### config.mk
export PLATFORM = sky130hd
export DESIGN_NAME = uart_rx_ctrl_flat
export DESIGN_NICKNAME = d
export VERILOG_FILES = /design/src/rtl/uart_rx_ctrl_pkg.sv /design/src/rtl/uart_rx_ctrl_if.sv /design/src/rtl/uart_rx_fifo.sv /design/src/rtl/uart_rx_ctrl.sv /design/src/flat_wrapper.sv
export SDC_FILE = /design/constraint.sdc
export NUM_CORES = 1
export LEC_CHECK = 0
export BUFFER_PORTS_ARGS = -buffer_cell sky130_fd_sc_hd__buf_2
export CAP_MARGIN = 20
export CELL_PAD_IN_SITES_DETAIL_PLACEMENT = 0
export CELL_PAD_IN_SITES_GLOBAL_PLACEMENT = 1
export CORE_ASPECT_RATIO = 1.1
export CORE_MARGIN = 5
export CORE_UTILIZATION = 49
export CTS_CLUSTER_SIZE = 16
export DETAILED_ROUTE_END_ITERATION = 7
export PLACE_DENSITY = 0.87
export SLEW_MARGIN = 20
export SYNTH_ARGS = -nofsm -noshare
export SYNTH_HDL_FRONTEND = slang
export SYNTH_HIERARCHICAL = 1
export SYNTH_SLANG_ARGS = --single-unit
### constraint.sdc
create_clock -name clk -period 3.75 [get_ports clk]
set_input_delay 0.375 -clock clk [delete_from_list [all_inputs] [get_ports clk]]
set_output_delay 0.375 -clock clk [all_outputs]
set_load 0.02 [all_outputs]
### src/rtl/uart_rx_ctrl_pkg.sv
// Shared types and constants for the UART receive controller: capture FSM
// encodings, default sizing, and the oversample ratio used to pick a divisor.
package uart_rx_ctrl_pkg;

  typedef enum logic {
    RXC_IDLE = 1'b0,
    RXC_CLR  = 1'b1
  } rxc_state_e;

  localparam int DEF_DIV_W      = 16;
  localparam int DEF_FIFO_DEPTH = 8;
  localparam int OVERSAMPLE     = 16;

  // Terminal count for cfg_div: one clken every OVERSAMPLE-th of a bit period.
  function automatic int unsigned div_for_baud(input int unsigned clk_hz,
                                               input int unsigned baud);
    return clk_hz / (baud * OVERSAMPLE) - 1;
  endfunction

endpackage

### src/rtl/uart_rx_ctrl_if.sv
// Byte stream (valid/ready) between the receive controller and its consumer.
interface uart_rx_ctrl_if;
  logic       valid;
  logic [7:0] data;
  logic       ready;

  modport master (output valid, output data, input ready);
  modport slave  (input valid, input data, output ready);
endinterface

### src/rtl/uart_rx_fifo.sv
// First-word-fall-through sync FIFO; a push into a full FIFO is accepted
// when a pop happens in the same cycle.
module uart_rx_fifo #(
  parameter  int DEPTH = 8,
  parameter  int W     = 8,
  localparam int AW    = $clog2(DEPTH),
  localparam int CW    = AW + 1
) (
  input  logic         clk,
  input  logic         rst_n,
  input  logic         i_push,
  input  logic [W-1:0] i_data,
  input  logic         i_pop,
  output logic [W-1:0] o_data,
  output logic [CW-1:0] o_count,
  output logic         o_full,
  output logic         o_empty
);

  logic [W-1:0]  r_mem [DEPTH];
  logic [AW-1:0] r_wr, r_rd;
  logic [CW-1:0] r_count;
  logic          w_push, w_pop;

  assign o_empty = (r_count == '0);
  assign o_full  = (r_count == CW'(DEPTH));
  assign w_pop   = i_pop & ~o_empty;
  assign w_push  = i_push & (~o_full | w_pop);
  assign o_data  = r_mem[r_rd];
  assign o_count = r_count;

  always_ff @(posedge clk or negedge rst_n) begin
    if (!rst_n) begin
      for (int i = 0; i < DEPTH; i++) r_mem[i] <= '0;
      r_wr    <= '0;
      r_rd    <= '0;
      r_count <= '0;
    end else begin
      if (w_push) begin
        r_mem[r_wr] <= i_data;
        r_wr        <= r_wr + 1'b1;
      end
      if (w_pop) r_rd <= r_rd + 1'b1;
      case ({w_push, w_pop})
        2'b10:   r_count <= r_count + 1'b1;
        2'b01:   r_count <= r_count - 1'b1;
        default: r_count <= r_count;
      endcase
    end
  end

endmodule

### src/rtl/uart_rx_ctrl.sv
// Drives one uart_receiver: oversample tick generation, byte capture with
// rdy_clr handshake, and buffering into a FIFO presented as a valid/ready stream.
module uart_rx_ctrl
  import uart_rx_ctrl_pkg::*;
#(
  parameter  int DIV_W      = DEF_DIV_W,
  parameter  int FIFO_DEPTH = DEF_FIFO_DEPTH,
  localparam int CW         = $clog2(FIFO_DEPTH) + 1
) (
  input  logic             clk,
  input  logic             rst_n,
  input  logic             i_cfg_en,
  input  logic [DIV_W-1:0] i_cfg_div,
  input  logic             i_rx_rdy,
  input  logic [7:0]       i_rx_data,
  output logic             o_rx_clken,
  output logic             o_rx_rdy_clr,
  output logic             o_rx_rst,
  uart_rx_ctrl_if.master   m_if,
  output logic [CW-1:0]    o_fifo_count,
  output logic             o_overrun,
  input  logic             i_ovr_clr
);

  rxc_state_e       r_state, w_state_nxt;
  logic [DIV_W-1:0] r_cnt;
  logic             r_pend, r_clken, r_rx_rst, r_ovr;
  logic             w_cap, w_wrap, w_fire, w_defer;
  logic             w_full, w_empty, w_pop, w_push, w_drop;

  // Capture FSM
  always_ff @(posedge clk or negedge rst_n) begin
    if (!rst_n) r_state <= RXC_IDLE;
    else        r_state <= w_state_nxt;
  end

  always_comb begin
    w_state_nxt = r_state;
    w_cap       = 1'b0;
    case (r_state)
      RXC_IDLE: if (i_rx_rdy && i_cfg_en) begin
        w_cap       = 1'b1;
        w_state_nxt = RXC_CLR;
      end
      RXC_CLR:  w_state_nxt = RXC_IDLE;
      default:  w_state_nxt = RXC_IDLE;
    endcase
    if (!i_cfg_en) w_state_nxt = RXC_IDLE;
  end

  assign o_rx_rdy_clr = (r_state == RXC_CLR);

  // Tick generation. The receiver lets rdy_clr override clken, so a tick that
  // would land on a CLR cycle is held in r_pend and issued one cycle later.
  assign w_wrap  = (r_cnt >= i_cfg_div);
  assign w_fire  = i_cfg_en & (w_wrap | r_pend);
  assign w_defer = (w_state_nxt == RXC_CLR);

  always_ff @(posedge clk or negedge rst_n) begin
    if (!rst_n) begin
      r_cnt    <= '0;
      r_pend   <= 1'b0;
      r_clken  <= 1'b0;
      r_rx_rst <= 1'b1;
    end else begin
      r_rx_rst <= ~i_cfg_en;
      if (!i_cfg_en) begin
        r_cnt   <= '0;
        r_pend  <= 1'b0;
        r_clken <= 1'b0;
      end else begin
        r_cnt   <= w_wrap ? '0 : r_cnt + 1'b1;
        r_clken <= w_fire & ~w_defer;
        r_pend  <= w_fire & w_defer;
      end
    end
  end

  assign o_rx_clken = r_clken;
  assign o_rx_rst   = r_rx_rst;

  // Byte buffering and overrun
  assign w_pop  = m_if.valid & m_if.ready;
  assign w_push = w_cap & (~w_full | w_pop);
  assign w_drop = w_cap & w_full & ~w_pop;

  uart_rx_fifo #(.DEPTH(FIFO_DEPTH), .W(8)) u_fifo (
    .clk     (clk),
    .rst_n   (rst_n),
    .i_push  (w_push),
    .i_data  (i_rx_data),
    .i_pop   (w_pop),
    .o_data  (m_if.data),
    .o_count (o_fifo_count),
    .o_full  (w_full),
    .o_empty (w_empty)
  );

  assign m_if.valid = ~w_empty;

  always_ff @(posedge clk or negedge rst_n) begin
    if (!rst_n)         r_ovr <= 1'b0;
    else if (w_drop)    r_ovr <= 1'b1;
    else if (i_ovr_clr) r_ovr <= 1'b0;
  end

  assign o_overrun = r_ovr;

endmodule

### src/flat_wrapper.sv
// flat-port wrapper written by rule: the top's interface ports become plain ports
module uart_rx_ctrl_flat import uart_rx_ctrl_pkg::*;
#(
  parameter  int DIV_W      = DEF_DIV_W,
  parameter  int FIFO_DEPTH = DEF_FIFO_DEPTH,
  localparam int CW         = $clog2(FIFO_DEPTH) + 1
)
  (clk, rst_n, i_cfg_en, i_cfg_div, i_rx_rdy, i_rx_data, o_rx_clken, o_rx_rdy_clr, o_rx_rst, o_fifo_count, o_overrun, i_ovr_clr, m_if_valid, m_if_data, m_if_ready);
  uart_rx_ctrl_if m_if_i ();
  input  logic clk;
  input  logic rst_n;
  input  logic i_cfg_en;
  input  logic [DIV_W-1:0] i_cfg_div;
  input  logic i_rx_rdy;
  input  logic [7:0] i_rx_data;
  output logic o_rx_clken;
  output logic o_rx_rdy_clr;
  output logic o_rx_rst;
  output logic [CW-1:0] o_fifo_count;
  output logic o_overrun;
  input  logic i_ovr_clr;
  output wire logic [$bits(m_if_i.valid)-1:0] m_if_valid;
  output wire logic [$bits(m_if_i.data)-1:0] m_if_data;
  input wire logic [$bits(m_if_i.ready)-1:0] m_if_ready;
  assign m_if_valid = m_if_i.valid;
  assign m_if_data = m_if_i.data;
  assign m_if_i.ready = m_if_ready;
  uart_rx_ctrl #(.DIV_W(DIV_W), .FIFO_DEPTH(FIFO_DEPTH)) u_core (.clk(clk), .rst_n(rst_n), .i_cfg_en(i_cfg_en), .i_cfg_div(i_cfg_div), .i_rx_rdy(i_rx_rdy), .i_rx_data(i_rx_data), .o_rx_clken(o_rx_clken), .o_rx_rdy_clr(o_rx_rdy_clr), .o_rx_rst(o_rx_rst), .m_if(m_if_i), .o_fifo_count(o_fifo_count), .o_overrun(o_overrun), .i_ovr_clr(i_ovr_clr));
endmodule
==> metrics.txt, run 1 <==
placer congestion estimate between 0.7 and 0.8; CP peak stage delay 690 ps; R2R Setup Slk 560 ps; 1st-iter DRT viols 93; Finished Layout Cells 548; Sw Ratio 34.20%; Mapped Avg Cell Area 13.27 um^2; Final Max Slew Viols 0; CTS tree done; root buffer cell clkbuf_8; critical path's slowest cell or4b_4; Post-Route Skew 11.27 ps; die area 12300 um^2; RSZ-0062 raised after global routing no; fillers a little over 800; Clock Path Buffers 2; port buffer count 46; diode count 0; critical path required time 3990 ps; share of cells above drive strength 1 40.19%; Clock Latency Late Sink 370 ps; Vias/cell roughly 5.6; number of synthesized flops with an enable pin 0; clock slew at reported path FFs 80 ps; DRC viols 0; worst slew margin relative to its limit 42.04%; ys async rst share 100.0%; Min Hold Slack about 53 ps; critical path class reg -> reg; clk sinks 95; crit end category register; # setup viols final 0; run status finished clean; critical path fanouts, max 11; H-tree depth 3; Initial Util 50.20%; yosys synthesis warning count 6; P_sw 1.356 mW; Vias between 3000 and 4000; Synth Net Count 429; Routed wire per std cell 17.28 um; FMAX 313.2 MHz; largest net degree at the start of global routing 84; Seq pwr share 43.3%; Post-CTS Resized 0; Min-Delay Path Class in -> async; final worst path period need 3193 ps; # IOs 47; worst-margin pin slew 869.4 ps; Main synth FF type dfrtp_1; die width 106.2 um; crit path DAT 3430 ps; core area approximately 9900 um^2; DRT Wirelength 9.469 mm; VDD IR-drop max around 340 uV; Synth Instances between 300 and 400; PwrDens 716.6 nW/um^2; First-pass DRT Iterations 4; PnR Total Power 3.964 mW; final hold violations 0; leak pwr 2.601 nW; count of state elements after synthesis 95; Logic pwr share approximately two fifths; cell chain of the critical path or4b_4, inv_1, a21oi_1, o21ai_2, ha_1, ha_1, or4b_2, o311ai_0, o211ai_1; Post-DRT Antenna Nets 0; max-cap violations 0; die height 115.8 um; Core Rows 38; area grow syn2layout 10.89%; CP startpoint kind register; Internal Power 2.609 mW; Cells after DPL between 500 and 600; clock power share 17.6%; CTS buffer count 9; global-route wire length before repair 15.95 mm; vias in the first global route between 3000 and 4000; Final HPWL DP 6.512 mm; Crit path top cell by count ha_1; synthesized area 4989 um^2; initial antenna violation count 0; CTS Hold Bufs 0; count of cell types in the netlist 50; post-route clock period utilization 85.15%; nets@finish 476; All-Layer GR Usage ~17%; Setup Fix Bufs, Post-CTS 0; Fin Setup TNS 0 ps; grt ovf 0; sequential share of the synthesized area roughly 48%
state kept, by name, indices dropped and copies added (netlist names):
name and flops:
u_core/r_pend 1, u_core/u_fifo/r_rd 3, u_core/u_fifo/o_count 4, u_core/o_rx_clken 1
u_core/o_rx_rdy_clr 1, u_core/r_cnt 16, u_core/u_fifo/r_wr 3, u_core/u_fifo/r_mem 64
u_core/o_rx_rst 1, u_core/o_overrun 1
metal layers:
layer  global-route usage (%)  wire length [um]  vias to the layer above
met2                    28.35              4885                       45
met4                    5.872               123                        0
li1                         -                 -                     1453
met3                    3.677               341                       10
met1                    21.18              4119                     1574
met5                        0                 0                        -
final timing paths:
check | startpoint | to | depth (start not counted)
setup reg to reg | u_core/u_fifo/o_count[0] | u_core/u_fifo/o_count[3] | 9
hold reg to reg | u_core/u_fifo/r_mem[35] | u_core/u_fifo/r_mem[35] | 1
max in group asynchronous | rst_n | u_core/u_fifo/r_mem[27] | 2
setup / recovery | u_core/u_fifo/o_count[0] | u_core/u_fifo/o_count[3] | 9
hold / removal | rst_n | u_core/u_fifo/o_count[2] | 1
min in group clk | i_ovr_clr | u_core/o_overrun | 2
final cells by class:
| type | instances | area (um^2) | share of cell area (%) |
|---|---|---|---|
| Clock inverter | 4 | 52.55 | 0.9500 |
| Multi-Input combinational cell | 236 | 2412 | 43.61 |
| Sequential cell | 95 | 2379 | 43.00 |
| Inverter | 31 | 116.4 | 2.104 |
| Tap cell | 120 | 150.1 | 2.714 |
| Clock buffer | 12 | 155.1 | 2.805 |
| Timing Repair Buffer | 50 | 266.5 | 4.818 |
Yosys cell counts, types with 2 or more instances:
master	instances	area (um^2)
nand2_1	14	52.55
xnor2_1	8	70.07
mux4_2	16	360.4
nor2b_1	3	18.77
and4_1	3	26.28
o2111ai_4	3	78.83
o211ai_4	3	63.81
mux2_2	73	822.0
xor2_1	12	105.1
nand3_1	10	50.05
inv_1	31	116.4
buf_6	3	33.78
a21oi_1	7	35.03
and3_1	2	12.51
nor2_1	20	75.07
buf_2	5	25.02
clkbuf_1	4	15.01
nand4_1	6	37.54
buf_1	2	7.510
dfrtp_1	94	2352
nor3b_1	3	22.52
ha_1	22	275.3
o21ai_0	4	20.02
o211ai_1	2	15.01
through the flow:
stage | worst slack [ps] | instance area [um^2] | utilization (%)
finish | 557.0 | 5532 | 55.67
global route | 322.4 | 5532 | 55.67
CTS | 553.8 | 5528 | 55.63
detailed placement | 561.0 | 5320 | 53.54
global placement | 680.5 | 5320 | 53.54
floorplan | 441.6 | 4989 | -
placed cells by master, fill, tap and decap left out, types with 2 or more instances in the layout:
cell and instances:
o211ai_4 3, and4_1 3, buf_4 4, dfrtp_1 94, xnor2_1 8, nor3b_1 3, inv_1 31, mux2_2 73
nor2b_1 3, nor2_1 20, nand2_1 14, o21ai_0 4, buf_2 45, a21oi_1 7, o211ai_1 2, mux4_2 16
and3_1 2, xor2_1 12, o2111ai_4 3, ha_1 22, nand4_1 6, clkbuf_8 11, nand3_1 10
cells by family after synthesis:
| family | share of synthesized area, % |
|---|---|
| AOI/OAI and AO/OA | 6.647 |
| xor gates and xnor gates | 3.511 |
| adders and majority gates | 5.919 |
| buffers and inverters | 3.963 |
| DFF | 47.68 |
| muxes | 24.13 |
| and+or+nand+nor | 8.152 |
worst max-delay path, delay by kind of cell (launching register included):
family | cells | cell delay [ps]
AO/OA/AOI/OAI | 4 | 450
adder cells (fa/ha/maj) | 2 | 690
buffers and inverters | 1 | 120
AND/OR/NAND/NOR | 2 | 1340
flip-flops | 1 | 470
power groups by stage:
| stage | registers [mW] | logic (mW) | clock network (mW) |
|---|---|---|---|
| CTS | 1.72 | 1.57 | 0.719 |
| finish | 1.72 | 1.55 | 0.699 |
| global route | 1.77 | 1.69 | 0.755 |
| detailed placement | 1.73 | 1.57 | 0 |
| floorplan | 1.60 | 1.29 | 0 |
| global placement | 1.70 | 1.52 | 0 |
Note: power is estimated with default switching activity, not from simulation.
==> run 2: changes to the inputs <==
Settings changed: RECOVER_POWER from default to 50.
==> run 2 against run 1 <==
  * The run now ends with max-capacitance violations, max-slew violations left
  * Cell area down 0.34%
  * Combinational power about the same
  * Sequential power about the same
  * Hold slack better by 150 ps
  * Critical path depth unchanged
  * Sequential share of layout area up 0.15 points
  * Non-clock buffer count unchanged
  * Core utilization down 0.19 points
  * Worst setup slack worse by 9.6 ps
  * Register-to-register slack about the same
  * Largest power group unchanged
  * Highest routed layer unchanged
==> metrics.txt, run 2 (synthesis results as in run 1) <==
vias in the first global route approximately 3300; worst-margin pin slew 2027 ps; final hold violations 0; Core Rows 38; FMAX 312.2 MHz; die height 115.8 um; design area 5513 um^2; most frequent cells in the layout 94 x dfrtp_1, 73 x mux2_2, 38 x buf_2; Min-Delay Path Class in -> reg; root buffer cell clkbuf_8; placer congestion estimate between 0.7 and 0.8; grt ovf 0; critical path required time 3990 ps; critical path fanouts, max 11; area grow syn2layout 10.51%; First-pass DRT Iterations 4; PwrDens 718.5 nW/um^2; Hold Path End u_core/o_overrun; critical path's slowest cell or4b_4; RSZ-0062 raised after global routing no; Clock Latency Late Sink 370 ps; 1st-iter DRT viols 131; clk sinks 95; Crit path top cell by count ha_1; port buffer count 46; Routed wire per std cell 17.26 um; share of cells above drive strength 1 38.32%; H-tree depth 3; CP peak stage delay 690 ps; largest net degree at the start of global routing 84; crit path DAT ~3400 ps; diode count 0; die width between 100 and 150 um; run status finished, violations left; # IOs 47; Setup Fix Bufs, Post-CTS 0; crit end category register; reg2reg path depth 9; CTS tree done; initial antenna violation count 0; Final Max Slew Viols 84; Initial Util 50.20%; Clock Path Buffers 2; nets@finish 476; Post-CTS Resized 0; Fin Setup TNS 0 ps; max-cap violations 1; Reg-to-Reg End u_core/u_fifo/o_count[3]; DRT Wirelength 9.460 mm; Vias 3094; Final HPWL DP ~6.5 mm; DP Area roughly 5300 um^2; CTS buffer count 9; most flop-heavy register u_core/u_fifo/r_mem; All-Layer GR Usage 16.66%; Vias/cell about 5.6; Post-DRT Antenna Nets 0; # setup viols final 0; failing checks max-capacitance violations, max-slew violations; R2R Setup Slk 550 ps; VDD IR-drop max 342.5 uV; die area around 12000 um^2; core area 9937 um^2; Hold Path Origin i_ovr_clr; post-route clock period utilization 85.40%; global-route wire length before repair roughly 16 mm; critical path class reg -> reg; cell chain of the critical path or4b_4, inv_1, a21oi_1, o21ai_2, ha_1, ha_1, or4b_2, o311ai_0, o211ai_1; leak pwr 2.572 nW; CTS Hold Bufs 0; CP startpoint kind register; final worst path period need 3203 ps; worst slew margin relative to its limit -35.14%; clock slew at reported path FFs 80 ps; hold path cells 2; most common cell after layout, fill and taps aside dfrtp_1; Post-Route Skew 10.92 ps; DRC viols 0; max FFs per register 64; r2r startpoint u_core/u_fifo/o_count[0]
## run 2: cell types whose count changed in the layout (fill, tap and decap cells not counted), sizes merged
cell	delta
clkbuf	+9
buf	-9
## run 2: per-stage QoR
stage	util (%)	hold WS (ps)	total power [mW]	instances	setup slack, ps
3_5_place_dp	53.54	487.7	3.302	532	561.0
5_1_grt	55.48	196.4	4.211	548	322.4
6_report	55.48	201.3	3.961	548	547.4
2_1_floorplan	-	79.41	2.896	376	441.6
3_3_place_gp	53.54	477.6	3.223	532	680.5
4_1_cts	55.63	182.5	4.010	548	553.8
## run 2: how the worst max path moves through the flow
stage,from,end,slack (ps),cells after the start
floorplan,u_core/u_fifo/o_count[0],u_core/u_fifo/o_count[3],440,13
global placement,u_core/u_fifo/o_count[0],u_core/u_fifo/o_count[3],680,9
detailed placement,u_core/u_fifo/o_count[0],u_core/u_fifo/o_count[3],560,9
CTS,u_core/u_fifo/o_count[0],u_core/u_fifo/o_count[3],550,9
global route,u_core/u_fifo/o_count[0],u_core/u_fifo/o_count[3],320,11
finish,u_core/u_fifo/o_count[0],u_core/u_fifo/o_count[3],550,9
## run 2: area by class of cell
cell class	instances	area [um^2]
clock buffers	12	155.1
well taps	120	150.1
fillers	838	4424
multi-input cells	236	2412
flip-flops and latches	95	2379
repair buffers	50	247.7
inverters	31	116.4
clock inverters	4	52.55
## run 2: worst max-delay path, delay by kind of cell, from the launching register on
| kind | cells | cell delay [ps] |
|---|---|---|
| and+or+nand+nor | 2 | 1340 |
| adders and majority gates | 2 | 700 |
| DFF | 1 | 470 |
| AOI/OAI and AO/OA | 4 | 450 |
| buffers and inverters | 1 | 120 |
## run 2: layer usage
layer	wire (um)	part of all wire, %	global-route usage [%]	vias to the layer above
li1	-	-	-	1456
met1	4096	43	21.18	1578
met2	4894	52	28.35	49
met3	335	3.5	3.677	11
met4	133	1.4	5.872	0
met5	0	0	0	-
## run 2: where the power goes
group | total, mW | switching (mW) | leakage (nW) | internal, mW
Clock | 0.700 | 0.352 | 0.107 | 0.348
Combinational | 1.54 | 0.693 | 1.25 | 0.850
Sequential | 1.72 | 0.312 | 1.21 | 1.41
